File: src/rtl/ahb_master_arbiter.sv
`default_nettype none
// ============================================================================
// Module   : ahb_master_arbiter
// Purpose  : Two-master AHB-lite arbiter in front of an AHB-to-APB bridge port.
//            Round-robin with a beat limit; define ARB_FIXED_PRIO_EN to give
//            master 0 fixed priority instead.
// Revision : 1.0
// ============================================================================
module ahb_master_arbiter #(
  parameter int ADDR_WIDTH = 32,
  parameter int DATA_WIDTH = 32,
  parameter int BURST_MAX  = 8
) (
  input  logic                  clk,
  input  logic                  rst,
  input  logic                  Hbusreq0,
  input  logic                  Hbusreq1,
  input  logic [1:0]            Htrans0,
  input  logic [1:0]            Htrans1,
  input  logic [ADDR_WIDTH-1:0] Haddr0,
  input  logic [ADDR_WIDTH-1:0] Haddr1,
  input  logic                  Hwrite0,
  input  logic                  Hwrite1,
  input  logic [DATA_WIDTH-1:0] Hwdata0,
  input  logic [DATA_WIDTH-1:0] Hwdata1,
  output logic                  Hgrant0,
  output logic                  Hgrant1,
  output logic                  Hready_m,
  output logic [1:0]            Hresp0,
  output logic [1:0]            Hresp1,
  output logic [DATA_WIDTH-1:0] Hrdata_m,
  output logic [1:0]            Htrans,
  output logic [ADDR_WIDTH-1:0] Haddr,
  output logic                  Hwrite,
  output logic [DATA_WIDTH-1:0] Hwdata,
  output logic                  Hreadyin,
  input  logic                  Hreadyout,
  input  logic [1:0]            Hresp,
  input  logic [DATA_WIDTH-1:0] Hrdata
);

  typedef enum logic [1:0] {
    PARK = 2'd0,
    GNT0 = 2'd1,
    GNT1 = 2'd2
  } state_t;

  localparam logic [1:0] c_IDLE      = 2'b00;
  localparam logic [7:0] c_BURST_MAX = 8'(BURST_MAX);

  state_t     state_q;
  state_t     state_d;
  logic       gnt0_q;
  logic       gnt1_q;
  logic       downer_q;
  logic       dvalid_q;
  logic [7:0] count_q;
`ifndef ARB_FIXED_PRIO_EN
  logic       last_gnt_q;
`endif

  logic [1:0]            w_own_trans;
  logic [ADDR_WIDTH-1:0] w_own_addr;
  logic                  w_own_write;
  logic                  w_beat;
  logic [7:0]            w_count_inc;
  logic                  w_limit;
  logic                  w_switch;

  // Address-phase mux: only the current owner reaches the bridge.
  always_comb begin
    w_own_trans = c_IDLE;
    w_own_addr  = '0;
    w_own_write = 1'b0;
    case (state_q)
      GNT0: begin
        w_own_trans = Htrans0;
        w_own_addr  = Haddr0;
        w_own_write = Hwrite0;
      end
      GNT1: begin
        w_own_trans = Htrans1;
        w_own_addr  = Haddr1;
        w_own_write = Hwrite1;
      end
      default: ;
    endcase
  end

  // The limit counts the beat being accepted this cycle, so the switch is
  // decided on the BURST_MAX-th beat and that beat completes as the last one.
  assign w_beat      = w_own_trans[1];
  assign w_count_inc = (w_beat && (count_q != c_BURST_MAX)) ? count_q + 8'd1 : count_q;
  assign w_limit     = (w_count_inc == c_BURST_MAX);

`ifdef ARB_FIXED_PRIO_EN
  always_comb begin
    state_d = state_q;
    if (Hreadyout) begin
      case (state_q)
        PARK: begin
          if (Hbusreq0)      state_d = GNT0;
          else if (Hbusreq1) state_d = GNT1;
        end
        GNT0: begin
          if (Hbusreq1 && (!Hbusreq0 || (Htrans0 == c_IDLE) || w_limit))
            state_d = GNT1;
          else if (!Hbusreq0 && (Htrans0 == c_IDLE))
            state_d = PARK;
        end
        GNT1: begin
          if (Hbusreq0)
            state_d = GNT0;
          else if (!Hbusreq1 && (Htrans1 == c_IDLE))
            state_d = PARK;
        end
        default: state_d = PARK;
      endcase
    end
  end
`else
  always_comb begin
    state_d = state_q;
    if (Hreadyout) begin
      case (state_q)
        PARK: begin
          if (Hbusreq0 && Hbusreq1)  state_d = last_gnt_q ? GNT0 : GNT1;
          else if (Hbusreq0)         state_d = GNT0;
          else if (Hbusreq1)         state_d = GNT1;
        end
        GNT0: begin
          if (Hbusreq1 && (!Hbusreq0 || (Htrans0 == c_IDLE) || w_limit))
            state_d = GNT1;
          else if (!Hbusreq0 && (Htrans0 == c_IDLE))
            state_d = PARK;
        end
        GNT1: begin
          if (Hbusreq0 && (!Hbusreq1 || (Htrans1 == c_IDLE) || w_limit))
            state_d = GNT0;
          else if (!Hbusreq1 && (Htrans1 == c_IDLE))
            state_d = PARK;
        end
        default: state_d = PARK;
      endcase
    end
  end
`endif

  assign w_switch = (state_d != state_q);

  // All arbitration state advances only on bridge-ready cycles.
  always_ff @(posedge clk or posedge rst) begin
    if (rst) begin
      state_q    <= PARK;
      gnt0_q     <= 1'b0;
      gnt1_q     <= 1'b0;
      downer_q   <= 1'b0;
      dvalid_q   <= 1'b0;
      count_q    <= 8'd0;
`ifndef ARB_FIXED_PRIO_EN
      last_gnt_q <= 1'b1;
`endif
    end else if (Hreadyout) begin
      state_q  <= state_d;
      gnt0_q   <= (state_d == GNT0);
      gnt1_q   <= (state_d == GNT1);
      downer_q <= (state_q == GNT1);
      dvalid_q <= w_beat;
      count_q  <= w_switch ? 8'd0 : w_count_inc;
`ifndef ARB_FIXED_PRIO_EN
      if (w_switch && (state_d != PARK))
        last_gnt_q <= (state_d == GNT1);
`endif
    end
  end

  assign Hgrant0  = gnt0_q;
  assign Hgrant1  = gnt1_q;
  assign Htrans   = w_own_trans;
  assign Haddr    = w_own_addr;
  assign Hwrite   = w_own_write;

  // Data phase follows the registered data-phase owner, not the grant.
  assign Hwdata   = dvalid_q ? (downer_q ? Hwdata1 : Hwdata0) : '0;
  assign Hresp0   = (dvalid_q && !downer_q) ? Hresp : 2'b00;
  assign Hresp1   = (dvalid_q &&  downer_q) ? Hresp : 2'b00;
  assign Hrdata_m = Hrdata;
  assign Hready_m = Hreadyout;
  assign Hreadyin = Hreadyout;

endmodule
`default_nettype wire

File: config.mk
export PLATFORM = sky130hd
export DESIGN_NAME = ahb_master_arbiter
export DESIGN_NICKNAME = d
export VERILOG_FILES = /design/src/rtl/ahb_master_arbiter.sv
export SDC_FILE = /design/constraint.sdc
export NUM_CORES = 1
export LEC_CHECK = 0
export BUFFER_PORTS_ARGS = -buffer_cell sky130_fd_sc_hd__buf_2
export CAP_MARGIN = 20
export CORE_AREA = 8 8 103 105
export CTS_CLUSTER_SIZE = 30
export DETAILED_ROUTE_END_ITERATION = 8
export DIE_AREA = 0 0 111 113
export PLACE_DENSITY_LB_ADDON = 0.08
export RECOVER_POWER = 100
export SETUP_SLACK_MARGIN = 0.15
export SYNTH_ARGS = -nofsm -noshare
export SYNTH_HDL_FRONTEND = slang
export SYNTH_SLANG_ARGS = --single-unit
File: constraint.sdc
create_clock -name clk -period 6.9 [get_ports clk]
set_input_delay 0.69 -clock clk [delete_from_list [all_inputs] [get_ports clk]]
set_output_delay 0.69 -clock clk [all_outputs]
set_load 0.01 [all_outputs]
* After elaboration in Yosys (flattened, before gate mapping)
Cells that the tools add are included.
** Storage, ports and cells
- Register bits :: 15
- Bits of input ports :: 173
- Output and inout bits :: 107
- Word-level logic and storage cells :: 55
** Cells by class
- $add $sub $neg :: 1
- Eq/ne operators :: 7
- Multiplexer cells :: 19
- Reductions and logical operators :: 21
** Operator list (count)
- 32-bit two-way mux :: 2
- 32-bit one-hot mux with 2 select lines :: 1
- 2-bit two-way mux :: 11
- 8-bit two-way mux :: 2
- 1-bit logical AND :: 9
- 8-bit by 1-bit adder with 8-bit output, second input constant :: 1
- 8-bit by 4-bit == test with 1-bit output, second input constant :: 1
- 8-bit by 4-bit != test with 1-bit output, second input constant :: 1
- 2-bit zero test :: 3
- 2-bit one-hot mux with 3 select lines :: 1
- 2-bit by 1-bit == test with 1-bit output, second input constant :: 2
- 2-bit == test, second input constant :: 2
- 1-bit logical OR :: 4
- 2-bit one-hot mux with 2 select lines :: 1
- 1-bit zero test :: 3
- 2-bit != test :: 1
- 1-bit one-hot mux with 2 select lines :: 1
- 2-bit AND reduction :: 1
- 2-bit nonzero test :: 1

* Longest topological paths before layout
Gate-level depths: netlist (run 1).
- Depth after elaboration :: 13
- Depth in mapped cells :: 12
- Depth with buffers taken out :: 10

* Worst setup path after synthesis (run 1)
Ideal clock, no wire load.
- Kind :: register to register
- Start point :: reg state_q[1]
- End point :: reg count_q[0]
- Arrival :: 2.972 ns
- Data required time :: 6.773 ns
- Slack :: 3.801 ns
- Stages on the path, launching flop included :: 12
- Buffers on the path :: 1
- Clock period less this slack :: 3.099 ns
- Path through :: dfrtp_1 clkbuf_1 inv_1 ha_1 nand4_1 or3_1 a221oi_2 a21oi_2 o21a_1 or4_4 o22ai_4 nor2_1
** Between the ends
- Word-level cells in the longest chain between the ends :: 12
- Elaborated cells between the ends (all ways) :: 22
** RTL lines
- from (decl) :: line 51 : state_t state_q;
- from (signal assigned) :: line 164 : state_q <= state_d;
- 2-bit == test / 2-bit by 1-bit == test with 1-bit output (equally long branches) :: line 75, 125
- 2-bit one-hot mux with 2 select lines :: line 75 : case (state_q)
- 1-bit logical AND :: line 93 : assign w_count_inc = (w_beat && (count_q != c_BURST_MAX)) ? count_q + 8'd1 : count_q;
- 8-bit two-way mux :: line 93
- 8-bit by 4-bit == test with 1-bit output :: line 94 : assign w_limit = (w_count_inc == c_BURST_MAX);
- 1-bit logical OR (on tied branches) :: line 138, 132
- 1-bit logical AND (on tied branches) :: line 138, 132
- 2-bit two-way mux (on tied branches) :: line 138, 132
- 2-bit one-hot mux with 3 select lines :: line 125 : case (state_q)
- 2-bit two-way mux :: line 124 : if (Hreadyout) begin
- 2-bit != test :: line 149 : assign w_switch = (state_d != state_q);
- 8-bit two-way mux * :: line 169 : count_q <= w_switch ? 8'd0 : w_count_inc;
- to (signal assigned) :: line 169
- to (decl) :: line 57 : logic [7:0] count_q;
Every way passes the cells marked *; elsewhere a longest branch is shown, timed or not.
A chain may end at the register's enable or synchronous reset.

* Worst setup path after layout (run 1)
Ends and elaborated chain as after synthesis.

==> impl_summary.log, run 1 <==
[metrics] run status: finished, violations left
[metrics] failing checks: capacitance limit, slew limit
[metrics] classification of the worst setup path: reg2reg
[metrics] CP bufs+invs: 1
[metrics] Critical Path AT: 4.74 ns
[metrics] Setup Viol. Count Final: 0
[metrics] setup fix buffers added after clock tree synthesis: 0
[metrics] Top-Level Pins: 280
[metrics] Yosys warning total: 0
[metrics] Static Leakage: roughly 1.5 nW
[metrics] IO Port Bufs: 215
[metrics] EDFF count, synth: 0
[metrics] clock tree from TritonCTS: done
[metrics] worst-case clock skew: 0.00207 ns
[metrics] number of violations reported at the end of detailed-routing iteration 0: 137
[metrics] area grow syn2layout: 32.1%
[metrics] number of vias in the routed layout: 2,875
[metrics] ratio of cells with drive above 1 in the final layout: 31.0%
[metrics] cell area after layout: between 3000 and 4000 µm²
[metrics] wire length of the first global-routing pass: approximately 15,000 µm
[metrics] simple-gate share of the synthesized area: 27.7%
[metrics] part of the power in combinational logic: 71.8%
[metrics] number of stages on the worst setup path: 10
[metrics] type of the tightest min-delay check: reg2reg
[metrics] Worst-path clk slew: 0.06 ns
[metrics] Max Root-Sink Buffers: 2
[metrics] leading cell types in the layout, fill and taps excluded: sky130_fd_sc_hd__buf_2, sky130_fd_sc_hd__clkbuf_1, sky130_fd_sc_hd__nor2b_1, sky130_fd_sc_hd__a22oi_1, sky130_fd_sc_hd__mux2i_1
[metrics] share of the clock period used by the worst path: between 60% and 70%
[metrics] synthesized instance count: around 320
[metrics] placed cell count: 594
[metrics] total of hold buffers inserted after clock tree synthesis: 0
[metrics] sequential share of power: 20.5%
[metrics] post-place instance area: 3380 µm²
[metrics] post-synth top area share: 16.8%
[metrics] DRC violations left: 0
[metrics] commonest non-fill, non-tap cell in the layout: sky130_fd_sc_hd__buf_2
[metrics] vias per cell: 4.81
[metrics] multiplexer fraction of the synthesized cell area: 14.6%
[metrics] fraction of synthesized cell area in xor and xnor cells: under 10%
[metrics] CTS H-tree depth: 1
[metrics] area enclosed by the die boundary: 12,500 µm²
[metrics] fin. max-slew vios: 77
[metrics] switching part of the total: approximately half
[metrics] Crit path max-delay family: compound AO/OA/AOI/OAI gates
[metrics] count of different cell masters after synthesis: 45
[metrics] netlist area before placement: between 2000 and 2500 µm²
[metrics] total of flip-flops plus latches after synthesis: 15
[metrics] final HPWL from detailed placement: 8410 µm
[metrics] Max Freq: between 0.2 and 0.25 GHz
[metrics] final hold violation count: 0
[metrics] endpoint of the lowest-slack register-to-register path: count_q[0]$_DFFE_PP0P_
[metrics] post-synthesis sequential area ratio: between 15 and 20%
[metrics] average wire per cell in the routed design: 17.1 µm
[metrics] register-to-register setup slack: about 2.3 ns
[metrics] post-synthesis adder-cell area fraction: roughly 3.0%
[metrics] worst-margin pin slew: about 1.7 ns
[metrics] # fillers: 993
[metrics] Inserted Diodes: 0
[metrics] top cells by area, synth: sky130_fd_sc_hd__nor2b_1, sky130_fd_sc_hd__dfrtp_1, sky130_fd_sc_hd__mux2i_1
[metrics] TritonCTS sink count: 15
[metrics] Resized cells post-CTS: 0
[metrics] number of standard-cell rows in the floorplan: 35
[metrics] critical path cell sequence: inv_1 > ha_1 > nand4_1 > or3_1 > a221oi_1 > a21oi_1 > o21a_1 > or4_2 > o22ai_1 > nor2_1
[metrics] Synth async-reset ratio: between 90% and 100%
[metrics] # Max-Cap Violations: 2
[metrics] Global Route Usage Sum: 14.3%
[metrics] time the final worst path needs with I/O delays and setup: roughly 4.6 ns
[metrics] slowest cell delay on critical path: 0.97 ns
[metrics] post-synthesis average cell area: 7.72 µm²
[metrics] leftover overflow at the end of global routing: 0
[metrics] Slew Limit Headroom: -16.5%
[metrics] via count of the first global-routing pass: 2,829
[metrics] clock tree root buffer cell: sky130_fd_sc_hd__clkbuf_8
[metrics] Die H: 113 µm
[metrics] VDD IR max: 0.119 mV
[metrics] startpoint types: flop
[metrics] part of the total power dissipated in the clock network: 7.7%
[metrics] depth of the most critical reg-to-reg path: 10
[metrics] net count of the mapped netlist: 502
[metrics] main combinational cell family by area after synthesis: simple AND/OR/NAND/NOR gates
[metrics] end point of the critical path: count_q[0]$_DFFE_PP0P_
[metrics] setup repair after global routing missed its margin: false
[metrics] Die Width: around 110 µm
[metrics] Crit. Startpoint: state_q[1]$_DFFE_PP0P_
[metrics] switching power: 0.459 mW
[metrics] remaining antenna violation count: 0
[metrics] start of the worst register-to-register path: state_q[1]$_DFFE_PP0P_
[metrics] WHS: 0.497 ns
[metrics] internal power: 0.458 mW
[metrics] critical-path cell with the highest stage delay: sky130_fd_sc_hd__ha_1
[metrics] Finished Layout Cells: 598
[metrics] crit path capture type: flop
[metrics] Core Region: 8980 µm²
[metrics] final RePlAce weighted congestion: 0.790
[metrics] biggest area consumer among synthesized cells: sky130_fd_sc_hd__nor2b_1
[metrics] clock insertion delay at the later pin of the skew report: around 0.24 ns
[metrics] compound-gate portion of the synthesized area: 21.8%
[metrics] post-layout net count: approximately 670
[metrics] largest net degree at the start of global routing: 40
[metrics] detailed-router iteration count before antenna repair: 4
[metrics] Starting Density: approximately 28%
[metrics] number of CTS-inserted buffers: 3
[metrics] sum of negative setup slack: 0 ns
[metrics] Post-synth top flop: sky130_fd_sc_hd__dfrtp_1
[metrics] CP Max Fanout: 39
[metrics] P per Cell Area: approximately 280 nW/µm²
[metrics] Worst EP required: about 7 ns
[metrics] initial antenna violation count: 0
[metrics] overall routed net length: 10,200 µm
==> cells in the mapped netlist (all sizes together) (4+ instances only) <==
| master | count |
|---|---|
| nor2b | 67 |
| buf | 41 |
| a22oi | 35 |
| mux2i | 33 |
| nor2 | 17 |
| clkbuf | 16 |
| dfrtp | 14 |
| nand2 | 13 |
| o21ai | 11 |
| inv | 8 |
| a21oi | 6 |
| ha | 6 |
| and3 | 4 |
| nand4 | 4 |
| xnor2 | 4 |
| xor2 | 4 |
==> per-stage QoR <==
step / utilization, % / worst slack (ns) / power [mW]
final: 36.7 / 2.26 / 0.917
after global routing: 36.7 / 1.81 / 1.00
after CTS: 38.2 / 2.81 / 0.972
after detailed placement: 37.7 / 2.83 / 0.898
after global placement: 37.7 / 2.92 / 0.894
after floorplan: - / 3.80 / 0.682
==> layout make-up <==
cell class              count  area [µm²]  area share, %
clock inverters             1        5.00          0.152
multi-input cells         243        1710           51.9
clock buffers               3        41.3           1.25
flip-flops and latches     15         377           11.4
repair buffers            217         995           30.2
well taps                 111         139           4.21
inverters                   8        30.0          0.911
==> flip-flops by register name, indices dropped and copies added, names as in the netlist <==
name and count:
Hgrant1 1, Hgrant0 1, dvalid_q 1, downer_q 1, last_gnt_q 1, count_q 8, state_q 2
==> routing by layer <==
metal	track usage [%]	vias up	wire length, µm	part of all wire (%)
met5	0	-	0	0
met4	2.43	0	157	1.5
met3	3.70	18	581	5.7
met2	28.1	117	5430	53
met1	15.0	1307	4020	39
li1	-	1433	-	-
==> power by group through the flow <==
stage          Clock, mW  Combinational (mW)  Sequential, mW
2_1_floorplan          0               0.553           0.128
3_3_place_gp           0               0.702           0.192
3_5_place_dp           0               0.706           0.192
4_1_cts           0.0739               0.708           0.191
5_1_grt           0.0769               0.727           0.199
6_report          0.0702               0.658           0.188
==> worst min-delay path by stage <==
stage,from,to,slack (ns),depth (start not counted)
floorplan,last_gnt_q$_DFFE_PP1P_,last_gnt_q$_DFFE_PP1P_,0.47,2
global placement,Hgrant0$_DFFE_PP0P_,Hgrant0$_DFFE_PP0P_,0.49,1
detailed placement,Hgrant0$_DFFE_PP0P_,Hgrant0$_DFFE_PP0P_,0.48,1
CTS,Hgrant0$_DFFE_PP0P_,Hgrant0$_DFFE_PP0P_,0.50,1
global route,Hgrant0$_DFFE_PP0P_,Hgrant0$_DFFE_PP0P_,0.52,1
finish,Hgrant0$_DFFE_PP0P_,Hgrant0$_DFFE_PP0P_,0.50,1
==> worst reg2reg max path, stage by stage, from the launching register on <==
cell and delay [ns]:
sky130_fd_sc_hd__dfrtp_1 0.57, sky130_fd_sc_hd__inv_1 0.20, sky130_fd_sc_hd__ha_1 0.97, sky130_fd_sc_hd__nand4_1 0.20, sky130_fd_sc_hd__or3_1 0.35, sky130_fd_sc_hd__a221oi_1 0.45, sky130_fd_sc_hd__a21oi_1 0.22, sky130_fd_sc_hd__o21a_1 0.23
sky130_fd_sc_hd__or4_2 0.66, sky130_fd_sc_hd__o22ai_1 0.52, sky130_fd_sc_hd__nor2_1 0.11
==> cells by family after synthesis <==
logic type | after synthesis
and+or+nand+nor | 121
xor gates and xnor gates | 8
DFF | 15
buffers and inverters | 65
adders and majority gates | 6
AOI/OAI and AO/OA | 72
muxes | 36
Power figures use the tool's default switching activity.
==> run 2: changes to the inputs <==
==> constraint.sdc (replaced) <==
create_clock -name clk -period 4.1 [get_ports clk]
set_input_delay 0.41 -clock clk [delete_from_list [all_inputs] [get_ports clk]]
set_output_delay 0.41 -clock clk [all_outputs]
set_load 0.01 [all_outputs]
==> impl_summary.log, run 2 (synthesis results as in run 1) <==
[metrics] post-place instance area: 3400 µm² (+0.44%)
[metrics] leading cell types in the layout, fill and taps excluded: sky130_fd_sc_hd__buf_2, sky130_fd_sc_hd__clkbuf_1, sky130_fd_sc_hd__nor2b_1, sky130_fd_sc_hd__a22oi_1, sky130_fd_sc_hd__mux2i_1
[metrics] leftover overflow at the end of global routing: 0 (unchanged)
[metrics] switching power: 0.791 mW (+72%)
[metrics] setup repair after global routing missed its margin: false
[metrics] initial antenna violation count: 0 (unchanged)
[metrics] Die H: 113 µm (unchanged)
[metrics] number of standard-cell rows in the floorplan: 35 (unchanged)
[metrics] Max Freq: 0.283 GHz (+31%)
[metrics] Die Width: 111 µm (unchanged)
[metrics] final hold violation count: 0 (unchanged)
[metrics] largest net degree at the start of global routing: 39 (-2.5%)
[metrics] pre-CTS WS: 0.595 ns (-2.24 ns)
[metrics] CP Max Fanout: 28 (-28%)
[metrics] overall routed net length: 10,300 µm (+1.5%)
[metrics] VDD IR max: 0.164 mV (+38%)
[metrics] minimum setup slack in the final design: 0.563 ns (-1.70 ns)
[metrics] sum of negative setup slack: 0 ns (unchanged)
[metrics] critical-path cell with the highest stage delay: sky130_fd_sc_hd__o311ai_0
[metrics] Slew Limit Headroom: -16.4% (+0.12 points)
[metrics] cell area after layout: 3350 µm² (+1.6%)
[metrics] crit path capture type: flop
[metrics] vias per cell: 4.87 (+1.2%)
[metrics] clock insertion delay at the later pin of the skew report: 0.25 ns (about the same)
[metrics] startpoint types: flop
[metrics] type of the tightest min-delay check: in2async
[metrics] clock tree from TritonCTS: done
[metrics] worst-margin pin slew: 1.75 ns (-0.00178 ns)
[metrics] Max Root-Sink Buffers: 2 (unchanged)
[metrics] post-layout net count: 669 (+0.30%)
[metrics] slowest cell delay on critical path: 0.73 ns (-0.24 ns)
[metrics] switching part of the total: 49.8% (-0.24 points)
[metrics] Starting Density: 27.8% (unchanged)
[metrics] internal power: 0.796 mW (+74%)
[metrics] Crit path max-delay family: compound AO/OA/AOI/OAI gates
[metrics] Global Route Usage Sum: 15.2% (+0.91 points)
[metrics] share of the clock period used by the worst path: 86.3% (+19 points)
[metrics] worst-case clock skew: 0.00389 ns (+0.00182 ns)
[metrics] commonest non-fill, non-tap cell in the layout: sky130_fd_sc_hd__buf_2
[metrics] sequential share of power: 20.0% (-0.5 points)
[metrics] final RePlAce weighted congestion: 0.831 (+5.2%)
[metrics] start of the worst register-to-register path: state_q[0]$_DFFE_PP0P_
[metrics] top sig layer: met4
[metrics] failing checks: capacitance limit, slew limit
[metrics] IO Port Bufs: 215 (unchanged)
[metrics] number of flip-flops in the largest register: 8 (unchanged)
[metrics] total of hold buffers inserted after clock tree synthesis: 0 (unchanged)
[metrics] largest registers in the final layout: count_q x8, state_q x2
[metrics] remaining antenna violation count: 0 (unchanged)
[metrics] P per Cell Area: 474 nW/µm² (+70%)
[metrics] classification of the worst setup path: reg2reg
[metrics] area enclosed by the die boundary: 12,500 µm² (unchanged)
[metrics] setup fix buffers added after clock tree synthesis: 0 (unchanged)
[metrics] final HPWL from detailed placement: 8580 µm (+2.1%)
[metrics] Static Leakage: 1.50 nW (+1.5%)
[metrics] area grow syn2layout: 34.3%
[metrics] fin. max-slew vios: 38 (-51%)
[metrics] average wire per cell in the routed design: 17.2 µm (+1.1%)
[metrics] part of the total power dissipated in the clock network: 7.6% (about the same)
[metrics] Resized cells post-CTS: 0 (unchanged)
[metrics] detailed-router iteration count before antenna repair: 4 (unchanged)
[metrics] clock tree root buffer cell: sky130_fd_sc_hd__clkbuf_8
[metrics] part of the power in combinational logic: 72.4% (+0.6 points)
[metrics] ratio of cells with drive above 1 in the final layout: 32.7% (+1.7 points)
[metrics] number of CTS-inserted buffers: 3 (unchanged)
[metrics] Pwr Total: 1.59 mW (+73%)
[metrics] Critical Path AT: 3.72 ns (-1.02 ns)
[metrics] Core Region: 8980 µm² (unchanged)
[metrics] Inserted Diodes: 0 (unchanged)
[metrics] run status: finished, violations left
[metrics] time the final worst path needs with I/O delays and setup: 3.54 ns (-1.10 ns)
[metrics] # Max-Cap Violations: 1 (-1)
[metrics] routed wl met3: 756 µm (+30%)
[metrics] CP bufs+invs: 2 (+1)
[metrics] CTS H-tree depth: 1 (unchanged)
[metrics] wire length of the first global-routing pass: 16,300 µm (+7.7%)
[metrics] number of violations reported at the end of detailed-routing iteration 0: 203 (+48%)
[metrics] Setup Viol. Count Final: 0 (unchanged)
[metrics] Top-Level Pins: 280 (unchanged)
[metrics] Reg with most FFs: count_q
[metrics] Crit. Startpoint: state_q[0]$_DFFE_PP0P_
[metrics] M1 wire length: 3920 µm (-2.6%)
[metrics] Worst-path clk slew: 0.06 ns (about the same)
[metrics] number of vias in the routed layout: 2,920 (+1.6%)
[metrics] critical path cell sequence: inv_1 > ha_1 > buf_4 > nand2_1 > o311ai_0 > nor2_1 > a2111oi_2 > mux2_2 > nand3_1
[metrics] TritonCTS sink count: 15 (unchanged)
[metrics] Worst EP required: 4.29 ns (-2.71 ns)
[metrics] via count of the first global-routing pass: 3,026 (+7.0%)
[metrics] Met2 Routed Length: 5530 µm (+1.8%)
[metrics] final standard cell utilization of the core: 37.3% (+0.59 points)
[metrics] DRC violations left: 0 (unchanged)
## run 2: layout make-up
cell class,count,area (µm²)
repair buffers,219,1010
well taps,111,139
clock inverters,1,5.00
flip-flops and latches,15,377
clock buffers,3,41.3
fillers,995,5630
multi-input cells,243,1740
inverters,8,30.0
## run 2: metrics by stage
stage                     cells  hold slack (ns)
final                       600            0.220
after global routing        600            0.271
after CTS                   600            0.237
after detailed placement    596            0.485
after global placement      596            0.488
after floorplan             323            0.311
## run 2: worst paths after layout
check / slack, ns / cells after the start / endpoint
min in group clk: 0.51 / 1 / Hgrant0$_DFFE_PP0P_
min reg2reg: 0.51 / 1 / Hgrant0$_DFFE_PP0P_
max in group asynchronous: 3.48 / 2 / count_q[1]$_DFFE_PP0P_
min: 0.22 / 2 / count_q[7]$_DFFE_PP0P_
max: 0.56 / 9 / last_gnt_q$_DFFE_PP1P_
max reg2reg: 0.56 / 9 / last_gnt_q$_DFFE_PP1P_
## run 2: power by group through the flow
| stage | Clock (mW) | Combinational [mW] | Sequential, mW |
|---|---|---|---|
| 3_5_place_dp | 0 | 1.20 | 0.326 |
| 2_1_floorplan | 0 | 0.931 | 0.216 |
| 3_3_place_gp | 0 | 1.19 | 0.326 |
| 4_1_cts | 0.124 | 1.20 | 0.323 |
| 5_1_grt | 0.132 | 1.28 | 0.336 |
| 6_report | 0.120 | 1.15 | 0.317 |
## run 2: metal layers
layer / vias to the layer above / global-route usage [%]
li1: 1434 / -
met1: 1339 / 16.4
met2: 131 / 29.2
met3: 16 / 3.92
met4: 0 / 2.88
met5: - / 0
==> run 3: changes to the inputs <==
--- a/config.mk
+++ b/config.mk
@@ -5,12 +5,13 @@
 export SDC_FILE = /design/constraint.sdc
 export NUM_CORES = 1
 export LEC_CHECK = 0
+export ABC_AREA = 1
 export BUFFER_PORTS_ARGS = -buffer_cell sky130_fd_sc_hd__buf_2
 export CAP_MARGIN = 20
-export CORE_AREA = 8 8 103 105
+export CORE_AREA = 4 4 108 110
 export CTS_CLUSTER_SIZE = 30
 export DETAILED_ROUTE_END_ITERATION = 8
-export DIE_AREA = 0 0 111 113
+export DIE_AREA = 0 0 112 114
 export PLACE_DENSITY_LB_ADDON = 0.08
 export RECOVER_POWER = 100
 export SETUP_SLACK_MARGIN = 0.15
==> impl_summary.log, run 3 <==
[metrics] vias per cell: 4.52 (-7.1%)
[metrics] commonest non-fill, non-tap cell in the layout: sky130_fd_sc_hd__nand2_1
[metrics] share of the clock period used by the worst path: 76.3% (-9.9 points)
[metrics] area taken by multi-input logic gates: 1560 µm² (-10%)
[metrics] Starting Density: 22.6% (-5.2 points)
[metrics] total of flip-flops plus latches after synthesis: 15 (unchanged)
[metrics] most numerous cell on the critical path: sky130_fd_sc_hd__nand2_1
[metrics] total of hold buffers inserted after clock tree synthesis: 0 (unchanged)
[metrics] number of CTS-inserted buffers: 3 (unchanged)
[metrics] setup fix buffers added after clock tree synthesis: 0 (unchanged)
[metrics] biggest area consumer among synthesized cells: sky130_fd_sc_hd__nand2_1
[metrics] sum of negative setup slack: 0 ns (unchanged)
[metrics] post-synthesis sequential area ratio: 15.6% (+0.49 points)
[metrics] Reg with most FFs: count_q
[metrics] post-synth top area share: 29.8% (+13 points)
[metrics] Die Width: 112 µm (+0.90%)
[metrics] Core Region: 10,700 µm² (+19%)
[metrics] Top-Level Pins: 280 (unchanged)
[metrics] IO Port Bufs: 215 (unchanged)
[metrics] DRC violations left: 0 (unchanged)
[metrics] endpoint of the lowest-slack register-to-register path: count_q[4]$_DFFE_PP0P_
[metrics] depth of the most critical reg-to-reg path: 20 (+11)
[metrics] type of the tightest min-delay check: in2async
[metrics] startpoint types: flop
[metrics] netlist area before placement: 2420 µm² (-3.2%)
[metrics] start of the worst register-to-register path: state_q[1]$_DFFE_PP0P_
[metrics] wire length of the first global-routing pass: 16,600 µm (+2.1%)
[metrics] worst-margin pin slew: 0.939 ns (-0.807 ns)
[metrics] number of vias in the routed layout: 3,374 (+16%)
[metrics] post-layout net count: 786 (+17%)
[metrics] count of different cell masters after synthesis: 32 (-29%)
[metrics] number of flip-flops in the largest register: 8 (unchanged)
[metrics] Post-synth top flop: sky130_fd_sc_hd__dfrtp_1
[metrics] classification of the worst setup path: reg2reg
[metrics] initial antenna violation count: 0 (unchanged)
[metrics] Global Route Usage Sum: 15.6% (+0.33 points)
[metrics] crit path capture type: flop
[metrics] GR Util met1: 20.0% (+3.6 points)
[metrics] CP bufs+invs: 3 (+1)
[metrics] overall routed net length: 10,700 µm (+3.1%)
[metrics] Resized cells post-CTS: 0 (unchanged)
[metrics] dominant cell by count in the synthesized netlist: sky130_fd_sc_hd__nand2_1
[metrics] fin. max-slew vios: 0 (-100%)
[metrics] Setup Viol. Count Final: 0 (unchanged)
[metrics] register-to-register setup slack: 0.97 ns (+0.41 ns)
[metrics] synthesized instance count: 442 (+37%)
[metrics] largest net degree at the start of global routing: 38 (-2.6%)
[metrics] detailed-router iteration count before antenna repair: 4 (unchanged)
[metrics] clock tree root buffer cell: sky130_fd_sc_hd__clkbuf_8
[metrics] number of violations reported at the end of detailed-routing iteration 0: 210 (+3.4%)
[metrics] Worst EP required: 4.19 ns (-0.10 ns)
[metrics] final hold violation count: 0 (unchanged)
[metrics] Max Freq: 0.320 GHz (+13%)
[metrics] net count of the mapped netlist: 621 (+24%)
[metrics] remaining antenna violation count: 0 (unchanged)
[metrics] Max Root-Sink Buffers: 2 (unchanged)
[metrics] area enclosed by the die boundary: 12,800 µm² (+1.8%)
[metrics] critical-path cell with the highest stage delay: sky130_fd_sc_hd__dfrtp_1
[metrics] Worst-path clk slew: 0.07 ns (about the same)
[metrics] largest registers in the final layout: count_q x8, state_q x2
[metrics] CTS H-tree depth: 1 (unchanged)
[metrics] final HPWL from detailed placement: 8730 µm (+1.7%)
[metrics] Inserted Diodes: 0 (unchanged)
[metrics] Die H: 114 µm (+0.88%)
[metrics] final standard cell utilization of the core: 30.5% (-6.8 points)
[metrics] ratio of cells with drive above 1 in the final layout: 28.1% (-4.7 points)
[metrics] Synth async-reset ratio: 100% (unchanged)
[metrics] P per Cell Area: 504 nW/µm² (+6.4%)
[metrics] Slew Limit Headroom: 37.4% (+54 points)
[metrics] area grow syn2layout: 35.1%
[metrics] Static Leakage: 1.60 nW (+7.1%)
[metrics] VDD IR max: 0.235 mV (+43%)
[metrics] time the final worst path needs with I/O delays and setup: 3.13 ns (-0.407 ns)
[metrics] setup repair after global routing missed its margin: false
[metrics] # Max-Cap Violations: 0 (-1)
[metrics] final RePlAce weighted congestion: 0.893 (+7.5%)
[metrics] run status: completed
[metrics] worst-case clock skew: 0.00506 ns (+0.00117 ns)
[metrics] via count of the first global-routing pass: 3,299 (+9.0%)
[metrics] critical path cell sequence: inv_1 > ha_1 > nand2_1 > clkinvlp_2 > nand2_1 > nand2_1 > o21ai_0 > nand2_1 > nor2_1 > nand2_1 > nand2_1 > nand2_1 > a21oi_1 > nand2_1 > nand2_1 > nand3_1 > nand2_1 > inv_1 > nand2_4 > o22ai_1
[metrics] leftover overflow at the end of global routing: 0 (unchanged)
[metrics] leading cell types in the layout, fill and taps excluded: sky130_fd_sc_hd__nand2_1, sky130_fd_sc_hd__buf_2, sky130_fd_sc_hd__clkbuf_1, sky130_fd_sc_hd__a21oi_1, sky130_fd_sc_hd__nor2_1
[metrics] # fillers: 1,303 (+31%)
[metrics] Crit path max-delay family: simple AND/OR/NAND/NOR gates
[metrics] global routing usage on met3: 4.08% (+0.17 points)
[metrics] TritonCTS sink count: 15 (unchanged)
[metrics] Top Usage Layer GRT: met2
[metrics] top cells by area, synth: sky130_fd_sc_hd__nand2_1, sky130_fd_sc_hd__dfrtp_1, sky130_fd_sc_hd__a21oi_1
[metrics] Yosys warning total: 0 (unchanged)
[metrics] clock tree from TritonCTS: done
[metrics] EDFF count, synth: 0 (unchanged)
[metrics] post-synthesis average cell area: 5.47 µm² (-29%)
[metrics] Critical Path AT: 3.22 ns (-0.50 ns)
[metrics] most used standard cells in the synthesized netlist: sky130_fd_sc_hd__nand2_1, sky130_fd_sc_hd__a21oi_1, sky130_fd_sc_hd__buf_4
[metrics] CP Max Fanout: 10 (-64%)
[metrics] slowest cell delay on critical path: 0.45 ns (-0.28 ns)
[metrics] met2 capacity usage during global routing: 26.3% (-2.9 points)
[metrics] combined flip-flop and latch cell area: 377 µm² (unchanged)
[metrics] number of standard-cell rows in the floorplan: 38 (+8.6%)
[metrics] clock insertion delay at the later pin of the skew report: 0.25 ns (about the same)
[metrics] average wire per cell in the routed design: 14.3 µm (-17%)
-- run 3: cell types whose count changed in the layout (fill, tap and decap cells not counted), sizes merged, moves of 12 or more --
cell	delta
a21oi	+64
nor2b	-67
mux2i	-33
nand2	+189
nand3	+12
inv	+14
a22oi	-35
-- run 3: metrics by stage --
step	instances	worst slack (ns)	power (mW)	hold slack [ns]	area, µm²
detailed placement	742	1.36	1.61	0.467	3330
global placement	742	1.35	1.62	0.467	3330
CTS	746	1.06	1.74	0.251	3380
global route	746	0.552	1.85	0.278	3260
finish	746	0.970	1.64	0.233	3260
floorplan	442	1.71	1.19	0.311	2420
-- run 3: logic make-up (layout without fill, tap and decap cells) --
kind of cell | count (synthesis) | count (layout) | share of synthesized area, %
buffers and inverters | 83 | 247 | 18.9
AND/OR/NAND/NOR | 248 | 248 | 42.5
XOR/XNOR | 2 | 2 | 0.725
AO/OA/AOI/OAI | 88 | 88 | 19.2
adder cells (fa/ha/maj) | 6 | 6 | 3.11
flip-flops | 15 | 15 | 15.6
-- run 3: worst reg2reg max path, cell delays in order, from the launching register on --
cell and delay, ns:
sky130_fd_sc_hd__dfrtp_1 0.45, sky130_fd_sc_hd__inv_1 0.14, sky130_fd_sc_hd__ha_1 0.33, sky130_fd_sc_hd__nand2_1 0.18, sky130_fd_sc_hd__clkinvlp_2 0.28, sky130_fd_sc_hd__nand2_1 0.25, sky130_fd_sc_hd__nand2_1 0.06, sky130_fd_sc_hd__o21ai_0 0.10
sky130_fd_sc_hd__nand2_1 0.08, sky130_fd_sc_hd__nor2_1 0.11, sky130_fd_sc_hd__nand2_1 0.09, sky130_fd_sc_hd__nand2_1 0.06, sky130_fd_sc_hd__nand2_1 0.06, sky130_fd_sc_hd__a21oi_1 0.13, sky130_fd_sc_hd__nand2_1 0.09, sky130_fd_sc_hd__nand2_1 0.11
sky130_fd_sc_hd__nand3_1 0.09, sky130_fd_sc_hd__nand2_1 0.10, sky130_fd_sc_hd__inv_1 0.06, sky130_fd_sc_hd__nand2_4 0.13, sky130_fd_sc_hd__o22ai_1 0.09
-- run 3: worst max path at each step --
| stage | from | end | slack, ns | depth (start not counted) |
|---|---|---|---|---|
| 2_1_floorplan | state_q[1]$_DFFE_PP0P_ | last_gnt_q$_DFFE_PP1P_ | 1.71 | 25 |
| 3_3_place_gp | state_q[1]$_DFFE_PP0P_ | Haddr[22] | 1.35 | 5 |
| 3_5_place_dp | state_q[1]$_DFFE_PP0P_ | Haddr[22] | 1.36 | 5 |
| 4_1_cts | state_q[1]$_DFFE_PP0P_ | Haddr[22] | 1.06 | 5 |
| 5_1_grt | state_q[1]$_DFFE_PP0P_ | Hgrant1$_DFFE_PP0P_ | 0.55 | 19 |
| 6_report | state_q[1]$_DFFE_PP0P_ | count_q[4]$_DFFE_PP0P_ | 0.97 | 20 |
-- run 3: layout make-up --
class / instances / share of cell area (%)
multi-input combinational: 344 / 47.9
timing repair buffer: 218 / 30.9
sequential: 15 / 11.5
tap: 140 / 5.37
inverter: 25 / 2.91
clock buffer: 3 / 1.26
clock inverter: 1 / 0.153
-- run 3: layer usage --
metal | up-vias | part of all wire (%)
li1 | 1700 | -
met1 | 1496 | 42
met2 | 152 | 48
met3 | 26 | 8.1
met4 | 0 | 2.2
met5 | - | 0
-- run 3: power by group --
part           internal (mW)  leakage (nW)  switching (mW)
clock network         0.0673        0.0255          0.0556
registers              0.195         0.200          0.0486
logic                  0.392          1.38           0.887
total                  0.654          1.60           0.991
